--- src/rtl/wb_regfile.sv ---
// Writeback stage end: load formatting, writeback source select, 32x32 integer
// register file with write-first bypass on both read ports, and the retire counter.
module wb_regfile #(
    parameter int XLEN  = 32,
    parameter int NREGS = 32
) (
    input  logic            clk,
    input  logic            rst,
    input  logic            wb_valid,
    input  logic [1:0]      wb_sel,
    input  logic            regWEn,
    input  logic [4:0]      wb_rd,
    input  logic [2:0]      wb_funct3,
    input  logic [1:0]      wb_addr_lo,
    input  logic [XLEN-1:0] mem_rdata,
    input  logic [XLEN-1:0] alu_result,
    input  logic [XLEN-1:0] pc_plus4,
    input  logic [4:0]      rs1_addr,
    input  logic [4:0]      rs2_addr,
    output logic [XLEN-1:0] rs1_data,
    output logic [XLEN-1:0] rs2_data,
    output logic [XLEN-1:0] wb_data,
    output logic            wb_we,
    output logic [63:0]     instret
);

    logic [XLEN-1:0] regs [NREGS];
    logic [7:0]      ld_byte;
    logic [15:0]     ld_half;
    logic [XLEN-1:0] load_data;

    always_comb begin
        case (wb_addr_lo)
            2'd0:    ld_byte = mem_rdata[7:0];
            2'd1:    ld_byte = mem_rdata[15:8];
            2'd2:    ld_byte = mem_rdata[23:16];
            default: ld_byte = mem_rdata[31:24];
        endcase
        // Halfword select ignores addr bit 0; misaligned halves are not split.
        ld_half = wb_addr_lo[1] ? mem_rdata[31:16] : mem_rdata[15:0];
    end

    always_comb begin
        case (wb_funct3)
            3'b000:  load_data = {{(XLEN-8){ld_byte[7]}}, ld_byte};
            3'b001:  load_data = {{(XLEN-16){ld_half[15]}}, ld_half};
            3'b100:  load_data = {{(XLEN-8){1'b0}}, ld_byte};
            3'b101:  load_data = {{(XLEN-16){1'b0}}, ld_half};
            default: load_data = mem_rdata;
        endcase
    end

    always_comb begin
        case (wb_sel)
            2'b00:   wb_data = load_data;
            2'b01:   wb_data = alu_result;
            2'b10:   wb_data = pc_plus4;
            default: wb_data = '0;
        endcase
    end

    assign wb_we = wb_valid & regWEn & (wb_sel != 2'b11) & (wb_rd != 5'd0);

    always_ff @(posedge clk) begin
        if (rst) begin
            for (int i = 0; i < NREGS; i++) begin
                regs[i] <= '0;
            end
        end else if (wb_we) begin
            regs[wb_rd] <= wb_data;
        end
    end

    always_ff @(posedge clk) begin
        if (rst) begin
            instret <= '0;
        end else if (wb_valid) begin
            instret <= instret + 64'd1;
        end
    end

    // x0 check comes first so a bypass can never leak a value onto x0.
    always_comb begin
        if (rs1_addr == 5'd0) begin
            rs1_data = '0;
        end else if (wb_we && (rs1_addr == wb_rd)) begin
            rs1_data = wb_data;
        end else begin
            rs1_data = regs[rs1_addr];
        end
    end

    always_comb begin
        if (rs2_addr == 5'd0) begin
            rs2_data = '0;
        end else if (wb_we && (rs2_addr == wb_rd)) begin
            rs2_data = wb_data;
        end else begin
            rs2_data = regs[rs2_addr];
        end
    end

endmodule

--- config.mk ---
export PLATFORM = sky130hd
export DESIGN_NAME = wb_regfile
export DESIGN_NICKNAME = d
export VERILOG_FILES = /design/src/rtl/wb_regfile.sv
export SDC_FILE = /design/constraint.sdc
export NUM_CORES = 2
export LEC_CHECK = 0
export CORE_ASPECT_RATIO = 1.2
export CORE_MARGIN = 1
export CORE_UTILIZATION = 40
export DETAILED_ROUTE_END_ITERATION = 7
export DONT_BUFFER_PORTS = 1
export PLACE_DENSITY_LB_ADDON = 0.3
export SYNTH_ARGS = -nofsm -noshare
export SYNTH_HDL_FRONTEND = slang
export SYNTH_SLANG_ARGS = --single-unit
--- constraint.sdc ---
create_clock -name clk -period 4.3 [get_ports clk]
set_input_delay 0.215 -clock clk [delete_from_list [all_inputs] [get_ports clk]]
set_output_delay 0.215 -clock clk [all_outputs]
set_load 0.02 [all_outputs]
# == Word level (Yosys, flattened, before mapping) ==
# Memories as Yosys holds them, arrays and structs flattened.
# Cells that the tools add are included.
# totals
ff_bits,64
latchBits,0
mem_bits_rw,1024
rom_bits,0
input_bits,122
output_inout_bits,161
wordCells,41
mem_count,1
# op_classes
add_sub_neg,1
multipliers,0
div,0
n_lt_le_gt_ge,0
n_eq_ne,10
n_shift,0
n_mux,16
bitwise_logic,3
reduce_logical,9
# mem_list
name,depth,word_bits,read_ports,rd_ports_with_merged_regs,write_ports,line,source
regs,32,32,2,0,32,27,logic [XLEN-1:0] regs [NREGS];
# ops
operator,n
$mux 32,5
$pmux 32 s4,1
$pmux 32 s3,1
$add 64x1->64 const B,1
$reduce_or 32->1,1
$pmux 8 s3,1
$mux 16,1
$eq 5x5->1,2
$logic_not 5->1,2
$eq 3x3->1 const B,2
$mux 1,6
$mux 5,1
$reduce_bool 5->1,1
$eq 2x1->1 const B,2
$eq 2x2->1 const B,2
$logic_not 2->1,2
$and 1x1->1,3
$eq 3x1->1 const B,1
$logic_not 3->1,1
$logic_and 1x1->1,2
$ne 2x2->1 const B,1

# == Depth between registers and ports, before layout ==
# depth
depth_word,8
mapped_depth,10
depth_no_buf,6

# == Worst setup path after synthesis ==
# OpenSTA, ideal clock, no wires.
# synth_timing
path_type,input port to flip-flop
startpoint,in wb_valid
endpoint,mem regs[13][0] (enable)
setup_ps,394
arrival_ps,2140
slack_ps,1766
cell_stages,6
path_cell_list,buf_2 > nand2_1 > a21o_1 > nor4b_2 > nand2_1 > nand2b_1
# synth_lines
element,line,source
"start, declared",9,"input logic wb_valid,"
"end, declared",27,

# == Final worst setup path ==
# layout_timing
startpoint,in rs1_addr[1]
endpoint,out rs1_data[31]
# layout_between
elab_chain_len,4
elab_cells_between_ends,6
# layout_rtl
element,line,source
"start, declared",18,"input logic [4:0] rs1_addr,"
branches (longest 3 deep; another with $mem_v2 32x32),n/a,
$mux 32 *,84,if (rs1_addr == 5'd0) begin
"end, declared",20,"output logic [XLEN-1:0] rs1_data,"
# Every way passes the cells marked *.

==> key figures <==
Critical path
  • FF-to-FF End: instret[41]
  • Max FO, Critical Path: 189
  • Slowest Stage Delay on Critical Path: 1.00 ns
  • Critical path data required time: 4.09 ns
  • R2R Path Start: instret[5]
  • Crit-path cells: nand2b_1, buf_4, o22ai_1, nor2_1, a211oi_1, a211oi_1, buf_4
  • CP max-delay cell: a211oi_1
  • Crit path capture type: output pin
  • Critical path class: in -> out
  • CP bufs+invs: 2
  • CP startpoint: rs1_addr[1]
  • FF-to-FF setup slack: 1.42 ns
  • WP data arrival: 3.67 ns
  • Worst Setup Start Kind: primary input
  • Depth of the worst register-to-register path: 5
  • Delay-heaviest family, CP: compound AO/OA/AOI/OAI gates

Routing
  • Routed len/inst: about 34 um
  • Iter 0 DRT Violations: ~5,700
  • Met3 routed WL: 25.3 mm
  • Met1 Routed Length: 71.5 mm
  • Final WL: 210 mm
  • Max Used Layer: met5
  • Vias: between 40,000 and 50,000
  • Drt first pass iters: 6
  • Met2 WL post-DR: 99.1 mm
  • Drt drc: 0
  • ANT nets after route: 0
  • Vias per Instance: 6.47

Pwr
  • Peak supply drop: 0.298 mV
  • Lkg Pwr: 20.7 nW
  • Power Density: 397 nW/um^2

Timing
  • Max Clock Skew: between 0.02 and 0.025 ns
  • Fmax: 0.258 GHz
  • Worst slew pin tran: 1.42 ns
  • RSZ-0062 raised after global routing: no
  • Final worst path period share: 0.902
  • Final Hold Viols: 0
  • Total negative slack: 0 ns
  • Endpoints failing setup: 0
  • Slew HR: 0.0528
  • Max-slew violation count: 0
  • Crit path time final: 3.88 ns

Global route
  • All-layer global routing usage: 0.285
  • Largest net degree at the start of global routing: 242
  • Vias in the first global route: around 40,000
  • First-pass GRT wire length: 295 mm
  • Total global routing overflow: 0
  • Initial antenna violation count: 7

CTS
  • Clock root cell: clkbuf_16
  • CTS Buf Count: around 110
  • CTS tree: yes
  • CTS resizes: 0
  • CTS Buffer Depth: 3
  • Sink Count: 1,088
  • Clock transition at the registers of the reported paths: 0.07 ns
  • Worst skew pair latency: 0.73 ns
  • Htree depth: 3

Min path
  • Worst Hold Class: in -> reg
  • Beginning of the worst hold path: wb_rd[4]
  • Hold Path Stages: 3
  • WHS Endpoint: regs[5][11]

Floorplan
  • Die Width: 348 um
  • Initial core utilization: 0.403
  • Core area: between 100,000 and 150,000 um^2
  • Cell row count: 152
  • Die Y: 417 um
  • Die Area: approximately 150,000 um^2
  • Top Ports: between 200 and 300

Placed design
  • Input/output buffers: 0
  • Area after DPL: 59,800 um^2
  • GPL Wtd Cong: 0.962
  • Detail Placement HPWL: about 130 mm

Synthesis
  • Synth unique cells: 83
  • Seq/Total Area, Yosys: 0.557
  • Ranking of synthesized cells by area: edfxtp_1, mux4_2, nor2_1
  • YS warnings: 0
  • Asr flop ratio synth: 0
  • Top FF cell, synth: edfxtp_1
  • Post-synthesis register bit count: 1,088
  • Syn Area/Cell: 13.4 um^2
  • Cells after Synth: ~4,300
  • Post-synth EDFFs: 1,024
  • Post-synth top area share: 0.535
  • Syn Std Cell Area: 57,500 um^2
  • Top cell type by total area after synthesis: edfxtp_1

Job
  • MaxCap Viol Count: 0

Outcome
  • Status: finished, final reports clean

Finish
  • Synth-to-Final Area Change: 10.6%
  • Layout cells sized above 1: 0.242
  • Final Instance Area: 63,600 um^2
  • NumNets Final: 4,363
-- cell usage in the layout, fill, tap and decap left out, types with 30 or more instances in the layout --
master	count
a211oi_1	116
a21oi_1	48
a22o_1	44
a22oi_1	57
buf_4	210
clkbuf_16	112
clkinv_1	30
conb_1	32
dfxtp_1	64
edfxtp_1	1024
inv_1	41
mux2_2	59
mux2i_1	57
mux4_2	472
nand2_1	91
nand2b_2	32
nand3_1	38
nor2_1	1084
nor2b_1	54
nor3_1	53
o22ai_1	102
-- worst max path at each step --
stage / endpoint / slack (ns) / cells after the start
2_1_floorplan: regs[13][0] / 1.77 / 6
3_3_place_gp: rs1_data[31] / 0.86 / 7
3_5_place_dp: rs1_data[31] / 0.97 / 7
4_1_cts: wb_data[12] / 0.80 / 8
5_1_grt: rs1_data[31] / 0.62 / 7
6_report: rs1_data[31] / 0.42 / 7
-- flip-flops by register name, summed over array words and instances, names as in the netlist --
register / cells
instret: 64
regs: 1024
-- routing by layer --
metal | track usage | vias to the layer above
met5 | 0 | -
met4 | 0.173 | 6
met3 | 0.0717 | 601
met2 | 0.458 | 2903
met1 | 0.346 | 20600
li1 | - | 16400
-- worst register-to-register path: stages, from the launching register on --
cell and delay, ns:
dfxtp_1 0.58, nand4_2 0.26, nor4_4 0.53, nand4_2 0.59
or4_1 0.67, a21oi_1 0.15
-- final cells by class --
class | count | area (um^2)
Antenna cell | 1 | 2.50
Clock buffer | 129 | 2870
Clock inverter | 71 | 634
Fill cell | 12800 | 79200
Inverter | 54 | 203
Multi-Input combinational cell | 2747 | 23500
Sequential cell | 1088 | 32000
Tap cell | 1925 | 2410
Timing Repair Buffer | 238 | 1900
-- metrics by stage --
| stage | instances | hold slack (ns) | setup slack [ns] | total power [mW] | util |
|---|---|---|---|---|---|
| final | 6253 | 0.0384 | 0.420 | 25.3 | 0.445 |
| after global routing | 6253 | 0.0471 | 0.624 | 25.8 | 0.445 |
| after CTS | 6252 | 0.00126 | 0.801 | 25.3 | 0.445 |
| after detailed placement | 6027 | 0.374 | 0.975 | 15.7 | 0.419 |
| after global placement | 6027 | 0.376 | 0.861 | 15.7 | 0.419 |
| after floorplan | 4333 | 0.484 | 1.77 | 14.8 | - |
-- report_power, final --
group | leakage (nW) | switching, mW | internal [mW]
logic | 8.79 | 1.95 | 1.31
registers | 10.2 | 0.276 | 12.1
clock network | 1.71 | 4.33 | 5.30
total | 20.7 | 6.55 | 18.7
-- kinds of logic after synthesis --
group                      Yosys count  synth area share
muxes                              588             0.206
AOI/OAI and AO/OA                  525            0.0697
buffers and inverters              498            0.0418
adders and majority gates            1          0.000217
other                                1         0.0000652
DFF                               1088             0.557
and+or+nand+nor                   1565             0.120
xor gates and xnor gates            36           0.00548
-- synth_stat cells, drive strengths merged (4+ instances only) --
master / n
a22o: 44
edfxtp: 1024
nand2b: 46
mux2i: 57
buf: 211
a221oi: 7
a21oi: 54
nand3: 38
and2: 6
nor3b: 9
and3b: 6
nand2: 112
xor2: 13
or3: 16
o22ai: 102
nor2: 1101
o31ai: 26
and3: 10
or4: 18
dfxtp: 64
or2: 9
xnor2: 23
o41ai: 5
nor2b: 55
a22oi: 58
o221ai: 9
a211oi: 136
clkbuf: 233
nor3: 60
nand4: 28
inv: 52
mux4: 472
a2111oi: 4
and4: 9
mux2: 59
o21ai: 26
o32ai: 4
a221o: 26
nor4: 32
-- what timing repair did --
item | 4_1_cts | 5_1_grt
hold buffers | 25 | 0
endpoints found under the setup margin | 0 | 0
buffers inserted | 0 | 0
hold endpoints to repair | 268 | 0
Power figures use the tool's default switching activity.
